`src/rtl/mask_bit_iterator_pkg.sv`:
```
// Shared types and helpers for the mask bit iterator.
//   iter_state_e : iterator FSM state encoding (IDLE, ITER)
//   popcnt_le1   : true when a mask has zero or one bit set
package g2_mask_pkg;

  // Widest mask the helper accepts; narrower masks are zero-extended by a cast.
  localparam int unsigned MAX_MASK_W = 1024;
  typedef logic [MAX_MASK_W-1:0] mask_max_t;

  typedef enum logic {
    IDLE = 1'b0,
    ITER = 1'b1
  } iter_state_e;

  // Clearing the lowest set bit leaves zero only when at most one bit was set.
  function automatic logic popcnt_le1(input mask_max_t m);
    return (m & (m - mask_max_t'(1))) == '0;
  endfunction

endpackage

```
`src/rtl/mask_bit_iterator_scan.sv`:
```
// Combinational set-bit locator.
//   vec  : input bit vector
//   idx  : index of lowest set bit (MSB_FIRST=0) or highest set bit (MSB_FIRST=1);
//          0 when no bit is set
//   none : no bit set in vec
module bit_scan_index #(
  parameter int W         = 32,
  parameter bit MSB_FIRST = 1'b0,
  parameter int W_IDX     = $clog2(W)
) (
  input  logic [W-1:0]     vec,
  output logic [W_IDX-1:0] idx,
  output logic             none
);

  logic [W-1:0]     scan;
  logic [W-1:0]     win;
  logic [W_IDX-1:0] pos;

  always_comb begin
    scan = '0;
    // Reversing the input turns a highest-bit search into a lowest-bit search.
    for (int i = 0; i < W; i++) begin
      scan[i] = MSB_FIRST ? vec[W-1-i] : vec[i];
    end

    // Halving search: if the lower half of the window is empty the answer
    // lies in the upper half, so set that index bit and shift the window down.
    win = scan;
    pos = '0;
    for (int lvl = W_IDX - 1; lvl >= 0; lvl--) begin
      if ((win & ((W'(1) << (1 << lvl)) - W'(1))) == '0) begin
        pos[lvl] = 1'b1;
        win      = win >> (1 << lvl);
      end
    end

    none = (scan == '0);
    if (none) begin
      idx = '0;
    end else if (MSB_FIRST) begin
      idx = W_IDX'(W - 1) - pos;
    end else begin
      idx = pos;
    end
  end

endmodule

```
`src/rtl/mask_bit_iterator.sv`:
```
// Serialises a W-bit mask into the indices of its set bits, one per cycle,
// over a valid/ready stream. A zero mask produces one beat flagged empty.
//   clk, rst           : clock, synchronous active-high reset
//   in_valid/in_ready  : mask offer / accept handshake
//   in_mask            : mask, sampled only when accepted
//   out_valid/out_ready: index beat handshake
//   out_idx            : bit index of the current beat
//   out_last           : final beat of the current mask
//   out_empty          : current mask was all-zero
//   out_ord            : 0-based beat number within the mask
//
// state | meaning
// IDLE  | no mask held, ready to accept one
// ITER  | emitting beats for the held mask
module mask_bit_iterator
  import g2_mask_pkg::*;
#(
  parameter int W         = 32,
  parameter bit MSB_FIRST = 1'b0,
  parameter int W_IDX     = $clog2(W)
) (
  input  logic             clk,
  input  logic             rst,
  input  logic             in_valid,
  output logic             in_ready,
  input  logic [W-1:0]     in_mask,
  output logic             out_valid,
  input  logic             out_ready,
  output logic [W_IDX-1:0] out_idx,
  output logic             out_last,
  output logic             out_empty,
  output logic [W_IDX:0]   out_ord
);

  iter_state_e      state_q, state_d;
  logic [W-1:0]     rem_q, rem_d;
  logic [W_IDX:0]   ord_q, ord_d;
  logic             empty_q, empty_d;
  logic             scan_none;

  bit_scan_index #(
    .W         (W),
    .MSB_FIRST (MSB_FIRST),
    .W_IDX     (W_IDX)
  ) u_scan (
    .vec  (rem_q),
    .idx  (out_idx),
    .none (scan_none)
  );

  always_ff @(posedge clk) begin
    if (rst) begin
      state_q <= IDLE;
      rem_q   <= '0;
      ord_q   <= '0;
      empty_q <= 1'b0;
    end else begin
      state_q <= state_d;
      rem_q   <= rem_d;
      ord_q   <= ord_d;
      empty_q <= empty_d;
    end
  end

  always_comb begin
    out_valid = (state_q == ITER);
    out_empty = empty_q;
    out_ord   = ord_q;
    // Exactly one bit left (not zero) or the zero-mask beat.
    out_last  = empty_q | (~scan_none & popcnt_le1(mask_max_t'(rem_q)));
    in_ready  = (state_q == IDLE) | (out_ready & out_last);

    state_d = state_q;
    rem_d   = rem_q;
    ord_d   = ord_q;
    empty_d = empty_q;

    case (state_q)
      IDLE: begin
        if (in_valid) begin
          state_d = ITER;
          rem_d   = in_mask;
          ord_d   = '0;
          empty_d = (in_mask == '0);
        end
      end
      ITER: begin
        if (out_ready) begin
          if (!out_last) begin
            rem_d = rem_q & ~(W'(1) << out_idx);
            ord_d = ord_q + 1'b1;
          end else if (in_valid) begin
            rem_d   = in_mask;
            ord_d   = '0;
            empty_d = (in_mask == '0);
          end else begin
            state_d = IDLE;
            rem_d   = '0;
            ord_d   = '0;
            empty_d = 1'b0;
          end
        end
      end
      default: state_d = IDLE;
    endcase
  end

endmodule

```
`config.mk`:
```
export PLATFORM = sky130hd
export DESIGN_NAME = mask_bit_iterator
export DESIGN_NICKNAME = d
export VERILOG_FILES = /design/src/rtl/mask_bit_iterator_pkg.sv /design/src/rtl/mask_bit_iterator_scan.sv /design/src/rtl/mask_bit_iterator.sv
export SDC_FILE = /design/constraint.sdc
export NUM_CORES = 1
export LEC_CHECK = 0
export BUFFER_PORTS_ARGS = -buffer_cell sky130_fd_sc_hd__buf_4
export CELL_PAD_IN_SITES_DETAIL_PLACEMENT = 0
export CELL_PAD_IN_SITES_GLOBAL_PLACEMENT = 1
export CORE_MARGIN = 3
export CORE_UTILIZATION = 42
export CTS_BUF_LIST = sky130_fd_sc_hd__clkbuf_4
export DETAILED_ROUTE_END_ITERATION = 7
export PLACE_DENSITY = 0.87
export SLEW_MARGIN = 20
export SYNTH_ARGS = -nofsm -noshare
export SYNTH_HDL_FRONTEND = slang
export SYNTH_SLANG_ARGS = --single-unit
```
`constraint.sdc`:
```
create_clock -name clk -period 4.1 [get_ports clk]
set_clock_uncertainty 0.1 [all_clocks]
set_input_delay 0.41 -clock clk [delete_from_list [all_inputs] [get_ports clk]]
set_output_delay 0.41 -clock clk [all_outputs]
set_load 0.01 [all_outputs]
```
==> impl_metrics.ini <==
[outcome]
status = finished, final reports clean

[logic_synthesis]
ys.flop_type = dfxtp_1
synth_seq_cells = 40
ys_seq_area_frac = 0.294
yosysMostFrequentCell = nand2_1
synthArstFlopShare = 0
ys_warn_count = 0
syn_inst = 360
synth_edf_count = 0
synthTopCellsByCount = nand2_1, dfxtp_1, nor2_1
syn-cell-area_um2 = 2730
synth_top_cell_area_share = 0.294
synth_area_leaders = dfxtp_1, nand2_1, a32o_1, nor2_1, nor4_1
synth_cell_type_count = 57
synth_area_per_cell_um2 = 7.57
synth_fp_nets = 397
yosys.area.top_type = dfxtp_1

[clocking]
cts_hold_buf = 0
cts_tree = built
cts.reportedPaths.clkPinSlew_ns = 0.14
cts-root-buf = clkbuf_4
insertion_delay_ns = 0.36
htreeDepth = 2
clock_path_buffers = 2
numCtsBuffers = 5
clock_sinks = 40

[floorplan]
die_y_um = 86.6
die_x_um = 86.6
std_cell_rows = 28
dieArea_um2 = 7490
io_pins = 51
core_um2 = 6100
start_util = 0.447

[timing]
finalSetupTns_ns = 0
maxSlewViolCount = 0
hold_violations = 0
post-route-period-util = 0.967
slew_headroom = 0.445
max_freq_ghz = 0.252
rsz0062_at_grt = no
finalCriticalPeriod_ns = 3.97
tightest_slew_ns = 0.830
setup_viol = 0

[power_and_ir_drop]
peakVddDrop_uv = 202
p_leak_nw = 1.38
p_per_area_nw_per_um2 = 409

[layout]
layout.nets = 459
antenna_cells = 0
nFillCells = 617
area_growth_pct = 25.4
design_area_um2 = 3420
layout-drive-gt1-share = 0.255

[critical_path]
cp_max_fo = 5
required_ns = 3.59
startpoint_type = flip-flop
critical_path_class = flip-flop to output port
crit_path_end_kind = output port
cp.arrival_ns = 3.46

[place]
io_buffer_count = 50
hpwl_um = 8410
place_congestion = 1.05
post_dp_cell_area_um2 = 3330

[global_route]
grt_util_all_layers = 0.301
grt_pass1_wl_um = 17400
antenna_found_initial = 0
grt_max_degree = 29
grt_overflow = 0
grt_pass1_vias = 3244

[drt]
drt-total-wl_um = 11000
vias = 3406
drc = 0
wl_per_cell_um = 22.1
vias_per_cell = 6.84
firstDrtPassIters = 6
drtIter0Drc = 521
ant_nets = 0

[min_path]
hp-class = input pin to flip-flop

[run]
cap_violations = 0
-- per-stage QoR --
| stage | power (mW) | std cells | worst slack, ns | utilization | hold WS, ns |
|---|---|---|---|---|---|
| floorplan | 0.847 | 360 | 0.700 | - | 0.377 |
| global placement | 1.11 | 490 | 0.285 | 0.546 | 0.379 |
| detailed placement | 1.10 | 490 | 0.369 | 0.546 | 0.393 |
| CTS | 1.37 | 498 | 0.107 | 0.559 | 0.150 |
| global route | 1.46 | 498 | 0.00522 | 0.561 | 0.149 |
| finish | 1.40 | 498 | 0.134 | 0.561 | 0.150 |
-- layout make-up --
class	instances	area (µm²)	area share
multi-input combinational	286	1810	0.530
sequential	40	801	0.234
timing repair buffer	79	593	0.173
tap	75	93.8	0.0275
clock inverter	3	42.5	0.0124
clock buffer	5	37.5	0.0110
inverter	10	37.5	0.0110
-- flip-flops by register name, indices dropped and copies added, names as in the netlist --
signal,cells
out_empty,1
out_ord,6
rem_q,32
out_valid,1
-- cell families (layout without fill, tap and decap cells) --
| group | Yosys count | count (layout) | synth area share |
|---|---|---|---|
| XOR/XNOR | 4 | 4 | 0.0129 |
| adder cells (fa/ha/maj) | 3 | 3 | 0.0119 |
| flip-flops | 40 | 40 | 0.294 |
| buffers and inverters | 34 | 97 | 0.0505 |
| AO/OA/AOI/OAI | 124 | 124 | 0.340 |
| AND/OR/NAND/NOR | 155 | 155 | 0.291 |
-- cells in the final DEF (no fill, tap or decap), drive strengths merged, types with 3 or more instances in the layout --
cell type and instances:
a21o 3, nor3 11, or2 7, nor4b 3, a311oi 3, nand2 43
xor2 3, a211oi 4, buf 79, nor2 32, inv 10, o2111ai 5
nand2b 7, a21oi 20, or3 4, or4 10, nor4 18, a32o 14
o21ai 20, dfxtp 40, a2111oi 3, a31o 4, a22o 4, nand4 8
a211o 3, nand3 8, o21a 4, a31oi 9, o31ai 4, clkbuf 5
a22oi 4
-- critical path, stage by stage, from the launching register on --
cell and delay, ns:
dfxtp_1 0.38, or4_4 0.58, or4_4 0.57, o31a_1 0.30, a2111oi_1 0.37, nand4_1 0.25
nand2b_1 0.26, nand2b_1 0.15, a21bo_2 0.14, buf_4 0.11
-- timing repair --
action | 4_1_cts | 5_1_grt
endpoints found under the setup margin | 0 | 1
buffers inserted | 0 | 0
resized for setup | 0 | 2
-- layer usage --
layer,GRT usage,part of all wire,vias up
met4,0.116,0.038,0
met5,0,0,-
met3,0.0627,0.11,44
li1,-,-,1530
met2,0.455,0.44,230
met1,0.420,0.42,1602
-- worst paths after layout --
kind         depth (start not counted)         from  slack [ns]         end
max                                  9     rem_q[4]        0.13    in_ready
min                                  3  in_mask[24]        0.15   rem_q[24]
max reg2reg                          9     rem_q[4]        0.34    rem_q[8]
min reg2reg                          2   out_ord[1]        0.41  out_ord[1]
-- power by group --
part	internal [mW]	switching, mW	leakage (nW)
sequential	0.420	0.0489	0.328
combinational	0.267	0.387	1.01
clock	0.128	0.147	0.0428
Power figures use the tool's default switching activity.
